<file path="src/rtl/uart_rx_frame_ctrl.sv">
// Receive-side UART frame controller: oversampled start/data/parity/stop sequencing,
// parity-checker word assembly with fault arming, and per-byte status reporting.
module uart_rx_frame_ctrl #(
  parameter int unsigned DATA_WIDTH = 8,
  parameter int unsigned OVERSAMPLE = 16
) (
  input  logic                  clk,
  input  logic                  reset,
  input  logic                  baud_tick,
  input  logic                  rx,
  input  logic                  cfg_parity_en,
  input  logic                  cfg_even_parity,
  input  logic                  inject_parity_fault,
  output logic [DATA_WIDTH:0]   chk_data,
  output logic                  chk_even_parity,
  output logic                  chk_fault_inject,
  input  logic                  chk_parity_err,
  output logic [DATA_WIDTH-1:0] rx_data,
  output logic                  rx_valid,
  output logic                  rx_parity_err,
  output logic                  rx_frame_err,
  output logic                  busy
);

  localparam int unsigned CntW = $clog2(OVERSAMPLE);
  localparam int unsigned IdxW = (DATA_WIDTH > 1) ? $clog2(DATA_WIDTH) : 1;
  localparam logic [CntW-1:0] HalfCnt = CntW'(OVERSAMPLE / 2 - 1);
  localparam logic [CntW-1:0] FullCnt = CntW'(OVERSAMPLE - 1);
  localparam logic [IdxW-1:0] LastIdx = IdxW'(DATA_WIDTH - 1);

  typedef enum logic [2:0] {
    StIdle,
    StStart,
    StData,
    StParity,
    StStop,
    StCheck,
    StBreak
  } state_e;

  state_e                state_q, state_d;
  logic [CntW-1:0]       tick_cnt_q, tick_cnt_d;
  logic [IdxW-1:0]       bit_idx_q, bit_idx_d;
  logic [DATA_WIDTH-1:0] shift_q, shift_d;
  logic                  par_bit_q, par_bit_d;
  logic                  frame_err_q, frame_err_d;
  logic                  parity_en_q, parity_en_d;
  logic                  even_q, even_d;
  logic                  fault_armed_q, fault_armed_d;
  logic [DATA_WIDTH:0]   chk_data_q, chk_data_d;
  logic [DATA_WIDTH-1:0] rx_data_q, rx_data_d;
  logic                  rx_valid_q, rx_valid_d;
  logic                  rx_perr_q, rx_perr_d;
  logic                  rx_ferr_q, rx_ferr_d;
  logic [DATA_WIDTH:0]   shift_in;

  // LSB-first: new bit enters at the top and the word drifts down.
  assign shift_in = {rx, shift_q};

  always_comb begin
    state_d       = state_q;
    tick_cnt_d    = tick_cnt_q;
    bit_idx_d     = bit_idx_q;
    shift_d       = shift_q;
    par_bit_d     = par_bit_q;
    frame_err_d   = frame_err_q;
    parity_en_d   = parity_en_q;
    even_d        = even_q;
    fault_armed_d = fault_armed_q;
    chk_data_d    = chk_data_q;
    rx_data_d     = rx_data_q;
    rx_valid_d    = 1'b0;
    rx_perr_d     = rx_perr_q;
    rx_ferr_d     = rx_ferr_q;

    // A new request wins over consumption so a pulse during CHECK survives.
    if (state_q == StCheck && parity_en_q) fault_armed_d = 1'b0;
    if (inject_parity_fault) fault_armed_d = 1'b1;

    unique case (state_q)
      StIdle: begin
        if (baud_tick && !rx) begin
          state_d     = StStart;
          tick_cnt_d  = '0;
          parity_en_d = cfg_parity_en;
          even_d      = cfg_even_parity;
          par_bit_d   = 1'b0;
        end
      end
      StStart: begin
        if (baud_tick) begin
          if (tick_cnt_q == HalfCnt) begin
            tick_cnt_d = '0;
            if (rx) begin
              state_d = StIdle;
            end else begin
              bit_idx_d = '0;
              state_d   = StData;
            end
          end else begin
            tick_cnt_d = tick_cnt_q + CntW'(1);
          end
        end
      end
      StData: begin
        if (baud_tick) begin
          if (tick_cnt_q == FullCnt) begin
            tick_cnt_d = '0;
            shift_d    = shift_in[DATA_WIDTH:1];
            if (bit_idx_q == LastIdx) begin
              bit_idx_d = '0;
              state_d   = parity_en_q ? StParity : StStop;
            end else begin
              bit_idx_d = bit_idx_q + IdxW'(1);
            end
          end else begin
            tick_cnt_d = tick_cnt_q + CntW'(1);
          end
        end
      end
      StParity: begin
        if (baud_tick) begin
          if (tick_cnt_q == FullCnt) begin
            tick_cnt_d = '0;
            par_bit_d  = rx;
            state_d    = StStop;
          end else begin
            tick_cnt_d = tick_cnt_q + CntW'(1);
          end
        end
      end
      StStop: begin
        if (baud_tick) begin
          if (tick_cnt_q == FullCnt) begin
            tick_cnt_d  = '0;
            frame_err_d = !rx;
            chk_data_d  = {parity_en_q & par_bit_q, shift_q};
            state_d     = StCheck;
          end else begin
            tick_cnt_d = tick_cnt_q + CntW'(1);
          end
        end
      end
      StCheck: begin
        rx_valid_d = 1'b1;
        rx_data_d  = chk_data_q[DATA_WIDTH-1:0];
        rx_perr_d  = chk_parity_err & parity_en_q;
        rx_ferr_d  = frame_err_q;
        state_d    = frame_err_q ? StBreak : StIdle;
      end
      StBreak: begin
        // Wait for the line to recover so a held-low rx cannot fake a start.
        if (baud_tick && rx) state_d = StIdle;
      end
      default: state_d = StIdle;
    endcase
  end

  always_ff @(posedge clk) begin
    if (reset) begin
      state_q       <= StIdle;
      tick_cnt_q    <= '0;
      bit_idx_q     <= '0;
      shift_q       <= '0;
      par_bit_q     <= 1'b0;
      frame_err_q   <= 1'b0;
      parity_en_q   <= 1'b0;
      even_q        <= 1'b0;
      fault_armed_q <= 1'b0;
      chk_data_q    <= '0;
      rx_data_q     <= '0;
      rx_valid_q    <= 1'b0;
      rx_perr_q     <= 1'b0;
      rx_ferr_q     <= 1'b0;
    end else begin
      state_q       <= state_d;
      tick_cnt_q    <= tick_cnt_d;
      bit_idx_q     <= bit_idx_d;
      shift_q       <= shift_d;
      par_bit_q     <= par_bit_d;
      frame_err_q   <= frame_err_d;
      parity_en_q   <= parity_en_d;
      even_q        <= even_d;
      fault_armed_q <= fault_armed_d;
      chk_data_q    <= chk_data_d;
      rx_data_q     <= rx_data_d;
      rx_valid_q    <= rx_valid_d;
      rx_perr_q     <= rx_perr_d;
      rx_ferr_q     <= rx_ferr_d;
    end
  end

  assign chk_data         = chk_data_q;
  assign chk_even_parity  = even_q;
  assign chk_fault_inject = fault_armed_q & (state_q == StCheck) & parity_en_q;
  assign rx_data          = rx_data_q;
  assign rx_valid         = rx_valid_q;
  assign rx_parity_err    = rx_perr_q;
  assign rx_frame_err     = rx_ferr_q;
  assign busy             = (state_q != StIdle) && (state_q != StBreak);

endmodule

</file>
<file path="config.mk">
export PLATFORM = sky130hd
export DESIGN_NAME = uart_rx_frame_ctrl
export DESIGN_NICKNAME = d
export VERILOG_FILES = /design/src/rtl/uart_rx_frame_ctrl.sv
export SDC_FILE = /design/constraint.sdc
export NUM_CORES = 1
export LEC_CHECK = 0
export ABC_AREA = 1
export BUFFER_PORTS_ARGS = -buffer_cell sky130_fd_sc_hd__buf_2
export CORE_MARGIN = 5
export CORE_UTILIZATION = 29
export CTS_BUF_LIST = sky130_fd_sc_hd__clkbuf_4 sky130_fd_sc_hd__clkbuf_8 sky130_fd_sc_hd__clkbuf_16
export DETAILED_ROUTE_END_ITERATION = 10
export PLACE_DENSITY = 0.51
export SYNTH_ARGS = -nofsm -noshare
export SYNTH_HDL_FRONTEND = slang
export SYNTH_SLANG_ARGS = --single-unit
export TNS_END_PERCENT = 10
</file>
<file path="constraint.sdc">
create_clock -name clk -period 3.5 [get_ports clk]
set_input_delay 0.525 -clock clk [delete_from_list [all_inputs] [get_ports clk]]
set_output_delay 0.525 -clock clk [all_outputs]
set_load 0.1 [all_outputs]
</file>
==> flow_summary.toml, run 1 <==
[clock_network]
cts.sinks = 43
clk_pin_slew_ns = 0.09
cts_buffers = 5
postCtsSetupRepairBufs = 0
tritoncts = "built"
root_buffer = "clkbuf_8"
hold_buffers = 0
post_cts_resized = 0
clockBufferDepth = 2
clock_latency_ns = 0.29
h-tree-depth = 2

[sta]
fin_crit_sh_pct = 70.4
hold_viol_final = 0
worst_slack_ns = 1.04
fmax_mhz = 406
slew_viol_final = 0
setup-violations-final = 0
fin_skew_ns = 0.00669
maxSlewHeadroom_pct = 42.8
finalCriticalPeriod_ns = 2.46
tightest_slew_ns = 0.857
fin_setup_tns_ns = 0
rsz0062_at_grt = "no"

[critical_path]
rr_worst_depth = 8
critPathRequiredTime_ns = 2.97
reg2reg_slack_ns = 1.55
rr_endpoint = "chk_data[7]"
start_kind = "flop"
startpoint = "state_q[0]"
cp_max_fo = 20
arrival_ns = 1.94
timing.rr.start = "tick_cnt_q[0]"
criticalPathCategory = "reg -> out"
cp-endpoint = "chk_fault_inject"
cp-end-kind = "output pin"

[pwr]
peakVddDrop_mv = 0.532
power_per_cell_area_nw_per_um2 = 814
netSwitchingFraction_pct = 46.8
internal_power_mw = 1.04
power_frac_clock_pct = 20.1
p_leak_nw = 1.07
power.switching_uw = 917
power_frac_seq_pct = 31.8
pwr-share-comb_pct = 48.2

[logic_synthesis]
synth_edf_count = 0
synth_top_family_by_area = "simple AND/OR/NAND/NOR gates"
yosys_warnings = 0
muxShareOfSynthArea_pct = 0
synth.avg_cell_area_um2 = 7.58
synth_seq_cells = 43
syn_area_um2 = 2060
async_flop_share_pct = 0
synthDistinctLibCells = 31
synth_compound_area_share_pct = 15.8
synth_nets = 283
yosys.area_share.simple_pct = 32.8
synth-main-ff-cell = "dfxtp_1"
synthCells = 272
synth_xor_area_share_pct = 0
seq_area_frac_synth_pct = 41.8
synthAdderAreaFrac_pct = 1.82

[floorplanning]
initial_core_util_pct = 30.0
ios = 31
coreArea_um2 = 6870
die-width_um = 94.3
die_h_um = 94.3
num_rows = 30
dieArea_um2 = 8890

[detailed_routing]
via_per_inst = 4.40
wl_per_cell_um = 11.4
drt_wl_total_mm = 4.55
vias = 1755
drcViolationCount = 0
drt_iter0_drc = 112
drt_first_pass_iters = 4
ant_nets = 0

[global_route]
grt_usage_pct = 10.7
grt_overflow = 0
antenna_found_initial = 0
grt_start_max_net_pins = 34
grt_pass1_vias = 1523
grt_pass1_wl_mm = 7.55

[placement]
place_hpwl_mm = 3.34
gp_congestion = 0.809
pre_cts_ws_ns = 1.36
port_buffers = 30

[final_layout]
drive_above_1_share_pct = 23.8
n_fill_cell = 732
mostFrequentLayoutCell = "nor2_1"
syn_to_final_growth_pct = 16.8
final_util_pct = 35.0
n_antenna_cell = 0
final_cell_mix = "53 x nor2_1, 43 x dfxtp_1, 37 x nand2_1, 30 x buf_2"
final_nets = 313

[run]
maxCapViolCount = 0

[run_status]
outcome = "finished clean"

[min_path]
hold_path_class = "in -> reg"
[sequential cells by signal, summed over array words and instances (netlist names)]
register and cells:
rx_parity_err 1, frame_err_q 1, chk_data 9, rx_frame_err 1
rx_data 8, state_q 3, chk_even_parity 1, parity_en_q 1
tick_cnt_q 4, shift_q 8, fault_armed_q 1, bit_idx_q 3
rx_valid 1, par_bit_q 1
[power by group through the flow]
stage / logic (mW) / registers [mW] / clock network, mW
floorplan: 0.743 / 0.703 / 0
global placement: 0.957 / 0.631 / 0
detailed placement: 0.949 / 0.633 / 0
CTS: 0.950 / 0.623 / 0.409
global route: 1.04 / 0.635 / 0.422
finish: 0.944 / 0.623 / 0.393
[Yosys cell counts (2+ instances only)]
library cell / n / area share (%)
nor2_1: 53 / 9.7
dfxtp_1: 43 / 42
nand2_1: 37 / 6.7
inv_1: 23 / 4.2
o21ai_0: 23 / 5.6
a21oi_1: 22 / 5.3
nand3_1: 11 / 2.7
o21ai_1: 10 / 2.4
nand2_4: 8 / 4.4
inv_2: 4 / 0.73
nand3_2: 4 / 1.9
buf_2: 3 / 0.73
ha_1: 3 / 1.8
nand4_1: 3 / 0.91
nor2_4: 3 / 1.6
a21oi_2: 2 / 0.85
clkbuf_1: 2 / 0.36
nand2_2: 2 / 0.61
nor2_2: 2 / 0.61
nor2_8: 2 / 1.9
o21ai_2: 2 / 0.85
[worst max-delay path, stage by stage (launching register included)]
cell,delay (ns)
dfxtp_1,0.59
nand3_1,0.13
buf_4,0.21
nor2_1,0.13
inv_1,0.07
nor2_1,0.07
buf_2,0.42
[layout make-up]
type	count	area [um2]	area share, %
multi-input cells	192	1040	43.2
flip-flops and latches	43	861	35.8
repair buffers	31	158	6.55
well taps	96	120	4.99
inverters	29	116	4.84
clock buffers	5	68.8	2.86
clock inverters	3	43.8	1.82
[worst min-delay path by stage]
stage / endpoint / slack (ns) / cells after the start / start
2_1_floorplan: chk_data[8] / 0.45 / 2 / par_bit_q
3_3_place_gp: rx_data[6] / 0.43 / 2 / rx_data[6]
3_5_place_dp: rx_data[6] / 0.44 / 2 / rx_data[6]
4_1_cts: fault_armed_q / 0.43 / 3 / inject_parity_fault
5_1_grt: fault_armed_q / 0.43 / 3 / inject_parity_fault
6_report: fault_armed_q / 0.44 / 3 / inject_parity_fault
[metrics by stage]
step	cells	cell area, um2	total power [mW]	hold WS, ns
after CTS	399	2410	1.98	0.430
final	399	2410	1.96	0.437
after detailed placement	391	2290	1.58	0.436
after global placement	391	2290	1.59	0.433
after floorplan	272	2060	1.45	0.450
after global routing	399	2410	2.09	0.435
[cells by family (layout without fill, tap and decap cells)]
kind of cell,Yosys count,after routing
AND/OR/NAND/NOR,128,128
buffers and inverters,37,68
AO/OA/AOI/OAI,61,61
adder cells (fa/ha/maj),3,3
flip-flops,43,43
[metal layers]
metal / vias up / wire length [um] / global-route usage (%)
met3: 2 / 175 / 2.32
li1: 947 / - / -
met1: 773 / 2360 / 15.6
met5: - / 0 / 0
met4: 0 / 50 / 4.45
met2: 33 / 1960 / 15.1
Note: power is estimated with default switching activity, not from simulation.
==> run 2: changes to the inputs <==
--- a/config.mk
+++ b/config.mk
@@ -5,13 +5,13 @@
 export SDC_FILE = /design/constraint.sdc
 export NUM_CORES = 1
 export LEC_CHECK = 0
-export ABC_AREA = 1
+export ABC_AREA = 0
 export BUFFER_PORTS_ARGS = -buffer_cell sky130_fd_sc_hd__buf_2
 export CORE_MARGIN = 5
 export CORE_UTILIZATION = 29
 export CTS_BUF_LIST = sky130_fd_sc_hd__clkbuf_4 sky130_fd_sc_hd__clkbuf_8 sky130_fd_sc_hd__clkbuf_16
 export DETAILED_ROUTE_END_ITERATION = 10
-export PLACE_DENSITY = 0.51
+export PLACE_DENSITY = 0.53
 export SYNTH_ARGS = -nofsm -noshare
 export SYNTH_HDL_FRONTEND = slang
 export SYNTH_SLANG_ARGS = --single-unit
==> constraint.sdc (replaced) <==
create_clock -name clk -period 2 [get_ports clk]
set_input_delay 0.3 -clock clk [delete_from_list [all_inputs] [get_ports clk]]
set_output_delay 0.3 -clock clk [all_outputs]
set_load 0.1 [all_outputs]
==> flow_summary.toml, run 2 <==
[logic_synthesis]
synthDistinctLibCells = 38
netlist.area_leader.share_pct = 45.9
synth_seq_cells = 43
syn_area_um2 = 1870
synth_common_cells = "43 x dfxtp_1, 28 x nor2_1, 26 x a21oi_1, 26 x nand2_1, 19 x mux2i_1"
synthAdderAreaFrac_pct = 2.00
synth_edf_count = 0
synth_area_leaders = "dfxtp_1 46%, mux2i_1 10%, a21oi_1 6.9%"
synth_nets = 229
yosysTopAreaCell = "dfxtp_1"
synthCells = 218
synth.avg_cell_area_um2 = 8.60
yosys.area_share.simple_pct = 24.8
synth-main-ff-cell = "dfxtp_1"
async_flop_share_pct = 0
muxShareOfSynthArea_pct = 10.1
seq_area_frac_synth_pct = 45.9
synth_compound_area_share_pct = 12.8
yosys_warnings = 0
synth_xor_area_share_pct = 0
synth_top_family_by_area = "simple AND/OR/NAND/NOR gates"
synth_most_common_cell = "dfxtp_1"

[detailed_routing]
drt_wl_total_mm = 4.25
via_per_inst = 4.85
vias = 1600
drt_first_pass_iters = 4
wl_per_cell_um = 12.9
ant_nets = 0
drcViolationCount = 0
drt_iter0_drc = 116

[critical_path]
rr_endpoint = "chk_data[4]"
critPathRequiredTime_ns = 1.70
criticalPathCategory = "reg -> out"
startpoint = "state_q[1]"
reg2reg_slack_ns = 0.24
timing.rr.start = "tick_cnt_q[0]"
cp-end-kind = "output pin"
cp_max_fo = 9
cp-endpoint = "busy"
rr_worst_depth = 6
arrival_ns = 1.58
start_kind = "flop"

[sta]
setup-violations-final = 0
tightest_slew_ns = 0.807
fin_setup_tns_ns = 0
rsz0062_at_grt = "no"
maxSlewHeadroom_pct = 45.3
fmax_mhz = 531
fin_crit_sh_pct = 94.2
worst_slack_ns = 0.117
slew_viol_final = 0
fin_skew_ns = 0.00281
hold_viol_final = 0
worst_hold_slack_ns = 0.231
finalCriticalPeriod_ns = 1.88

[placement]
gp_congestion = 0.791
place_area_um2 = 2170
port_buffers = 30
place_hpwl_mm = 2.99
pre_cts_ws_ns = 0.179
dp.cells = 322

[global_route]
antenna_found_initial = 0
grt_overflow = 0
grt_start_max_net_pins = 44
grt_pass1_wl_mm = 7.16
grt_pass1_vias = 1433
grt_usage_pct = 10.6

[clock_network]
clockBufferDepth = 2
tritoncts = "built"
clk_pin_slew_ns = 0.08
hold_buffers = 0
root_buffer = "clkbuf_8"
cts_buffers = 5
cts.sinks = 43
h-tree-depth = 2
clock_latency_ns = 0.29

[pwr]
power_per_cell_area_nw_per_um2 = 990
netSwitchingFraction_pct = 36.6
power.switching_uw = 822
power_frac_clock_pct = 24.9
pwr-share-comb_pct = 32.3
p_leak_nw = 0.847
internal_power_mw = 1.42
power_frac_seq_pct = 42.8
p_total_mw = 2.24
peakVddDrop_mv = 0.385

[final_layout]
mostFrequentLayoutCell = "dfxtp_1"
postLayoutCellArea_um2 = 2260
drive_above_1_share_pct = 22.9
final_cell_mix = "41 x dfxtp_1, 28 x nor2_1, 28 x buf_2, 26 x nand2_1, 25 x a21oi_1"
final_util_pct = 35.9
syn_to_final_growth_pct = 20.8
largest_register_ffs = 9
final_nets = 263
final_cells = 330
n_antenna_cell = 0

[min_path]
hp-start = "inject_parity_fault"
hold_depth = 3
hold_path_class = "in -> reg"

[floorplanning]
coreArea_um2 = 6310
dieArea_um2 = 8170
initial_core_util_pct = 29.7
num_rows = 29
ios = 31
die_h_um = 90.4
die-width_um = 90.4

[run]
maxCapViolCount = 0

[run_status]
outcome = "finished clean"
## run 2: changes by cell type in the layout (fill, tap and decap cells not counted), moves of 10 or more
| cell | change |
|---|---|
| inv_1 | -18 |
| mux2i_1 | +19 |
| nand2_1 | -11 |
| nor2_1 | -25 |
| o21ai_0 | -16 |
| o21ai_1 | -10 |
## run 2: timing repair
item / in CTS / in global routing
gates resized for setup: 2 / 2
endpoints found under the setup margin: 2 / 2
setup buffers: 0 / 0
## run 2: worst min path at each step
stage | to | slack (ns)
finish | fault_armed_q | 0.23
detailed placement | rx_parity_err | 0.44
global placement | rx_parity_err | 0.44
floorplan | frame_err_q | 0.40
CTS | fault_armed_q | 0.22
global route | chk_even_parity | 0.26
## run 2: power by group through the flow
stage / Combinational (mW) / Sequential [mW] / Clock, mW
after floorplan: 0.522 / 0.963 / 0
after global placement: 0.723 / 0.976 / 0
after detailed placement: 0.718 / 0.977 / 0
after CTS: 0.722 / 0.960 / 0.576
after global routing: 0.788 / 0.966 / 0.616
final: 0.724 / 0.960 / 0.558
## run 2: layout make-up
cell class | instances | area, um2
Clock buffer | 6 | 76.3
Clock inverter | 2 | 12.5
Fill cell | 680 | 4050
Inverter | 5 | 18.8
Multi-Input combinational cell | 157 | 942
Sequential cell | 43 | 863
Tap cell | 77 | 96.3
Timing Repair Buffer | 40 | 255
## run 2: metal layers
layer	track usage, %	vias up	share of wire, %	wire length [um]
li1	-	821	-	-
met1	15.2	733	51	2170
met2	14.5	42	41	1760
met3	3.92	4	6.5	278
met4	3.35	0	0.89	38
met5	0	-	0	0
## run 2: worst max-delay path, cell delays in order, from the launching register on
cell and delay, ns:
dfxtp_2 0.41, buf_4 0.19, nor2b_2 0.07, or3_1 0.43, buf_12 0.20
## run 2: cells by family after synthesis
logic type,after synthesis
simple gates,93
fa+ha+maj,3
buf+inv,18
flops,43
mux,19
compound gates,42
==> run 3: changes to the inputs <==
--- a/config.mk
+++ b/config.mk
@@ -11,7 +11,6 @@
 export CORE_UTILIZATION = 29
 export CTS_BUF_LIST = sky130_fd_sc_hd__clkbuf_4 sky130_fd_sc_hd__clkbuf_8 sky130_fd_sc_hd__clkbuf_16
 export DETAILED_ROUTE_END_ITERATION = 10
-export PLACE_DENSITY = 0.53
 export SYNTH_ARGS = -nofsm -noshare
 export SYNTH_HDL_FRONTEND = slang
 export SYNTH_SLANG_ARGS = --single-unit
==> flow_summary.toml, run 3 (synthesized netlist as in run 2, its figures left out) <==
[final_layout]
n_antenna_cell = 0
final_nets = 260
largest_register_ffs = 9
postLayoutCellArea_um2 = 2270
syn_to_final_growth_pct = 21.0
n_fill_cell = 680
mostFrequentLayoutCell = "dfxtp_1"
drive_above_1_share_pct = 22.4
final_cell_mix = "41 x dfxtp_1, 28 x nor2_1, 28 x buf_2, 26 x nand2_1, 25 x a21oi_1"

[placement]
port_buffers = 30
pre_cts_ws_ns = 0.146
place_area_um2 = 2140
place_hpwl_mm = 2.77
gp_congestion = 0.765

[sta]
fin_skew_ns = 0.00776
fin_crit_sh_pct = 93.7
tightest_slew_ns = 0.817
maxSlewHeadroom_pct = 44.7
worst_slack_ns = 0.127
fin_setup_tns_ns = 0
setup-violations-final = 0
slew_viol_final = 0
finalCriticalPeriod_ns = 1.87
rsz0062_at_grt = "no"
hold_viol_final = 0
fmax_mhz = 534

[critical_path]
crit_buf_inv = 1
crit_chain = "nor2b_2 -> and2_2 -> and3_4 -> buf_12"
slowest_stage = "dfxtp_2"
cp-end-kind = "output pin"
critPathRequiredTime_ns = 1.70
cpLargestDelayFamily = "simple AND/OR/NAND/NOR gates"
criticalPathCategory = "reg -> out"
cp_max_fo = 12
arrival_ns = 1.57
start_kind = "flop"
max_stage_delay_ns = 0.45

[floorplanning]
coreArea_um2 = 6310
dieArea_um2 = 8170
die_h_um = 90.4
num_rows = 29
die-width_um = 90.4
initial_core_util_pct = 29.7
ios = 31

[clock_network]
clk_pin_slew_ns = 0.09
root_buffer = "clkbuf_8"
cts_buffers = 5
clock_latency_ns = 0.30
cts.sinks = 43
hold_buffers = 0
tritoncts = "built"
postCtsSetupRepairBufs = 0
h-tree-depth = 2
clockBufferDepth = 2

[detailed_routing]
via_per_inst = 4.74
ant_nets = 0
drt_wl_total_mm = 4.02
drcViolationCount = 0
drt_first_pass_iters = 4
drt_iter0_drc = 87
vias = 1550
wl_per_cell_um = 12.3

[global_route]
grt_start_max_net_pins = 44
grt_pass1_wl_mm = 6.69
grt_usage_pct = 9.94
grt_overflow = 0
antenna_found_initial = 0
grt_pass1_vias = 1396

[min_path]
hold_path_class = "in -> reg"

[run]
maxCapViolCount = 0

[pwr]
peakVddDrop_mv = 0.893
p_leak_nw = 0.846
power_per_cell_area_nw_per_um2 = 1030

[run_status]
outcome = "finished clean"
-- run 3: cell count changes in the layout (fill, tap and decap cells not counted) --
cell        before  now
and2_2           0    1
clkinv_4         0    1
and2_1           1    0
buf_4           10    7
bufinv_16        0    1
clkinvlp_4       1    0
clkbuf_4         1    0
-- run 3: power breakdown --
| group | total (mW) | switching (mW) | internal [mW] |
|---|---|---|---|
| logic | 0.690 | 0.435 | 0.255 |
| registers | 0.970 | 0.0760 | 0.894 |
| clock network | 0.684 | 0.312 | 0.372 |
-- run 3: final timing paths --
path / from / end / slack [ns] / depth (start not counted)
min reg2reg: rx_parity_err / rx_parity_err / 0.45 / 2
max: state_q[2] / chk_fault_inject / 0.13 / 4
max reg2reg: tick_cnt_q[0] / tick_cnt_q[3] / 0.24 / 6
min: inject_parity_fault / fault_armed_q / 0.22 / 3
-- run 3: area by class of cell --
type | instances | area, um2 | share of cell area (%)
clock inverter | 3 | 43.8 | 1.93
sequential | 43 | 863 | 38.1
inverter | 5 | 18.8 | 0.828
timing repair buffer | 37 | 233 | 10.3
tap | 77 | 96.3 | 4.25
clock buffer | 5 | 68.8 | 3.04
multi-input combinational | 157 | 943 | 41.6
-- run 3: routing by layer --
layer	track usage [%]	vias to the layer above	share of wire (%)
met1	13.1	704	49
met4	4.47	0	1.8
met2	14.1	26	42
met3	3.92	6	6.2
met5	0	-	0
li1	-	814	-
-- run 3: repair_timing --
| item | 4_1_cts | 5_1_grt |
|---|---|---|
| gates cloned | 0 | 0 |
| hold endpoints to repair | 0 | 0 |
| setup endpoints to repair | 2 | 2 |
| resized for setup | 2 | 3 |
-- run 3: worst reg2reg max path, delay by kind of cell, from the launching register on --
kind | cells | cell delay (ns)
and+or+nand+nor | 3 | 0.86
AOI/OAI and AO/OA | 2 | 0.21
adders and majority gates | 1 | 0.26
DFF | 1 | 0.35
-- run 3: metrics by stage --
stage | hold slack (ns) | total power, mW | util [%] | instances
6_report | 0.218 | 2.34 | 35.9 | 327
5_1_grt | 0.247 | 2.48 | 35.9 | 327
4_1_cts | 0.213 | 2.37 | 35.8 | 327
3_5_place_dp | 0.442 | 1.67 | 34.0 | 319
3_3_place_gp | 0.437 | 1.66 | 34.0 | 319
2_1_floorplan | 0.396 | 1.48 | - | 218
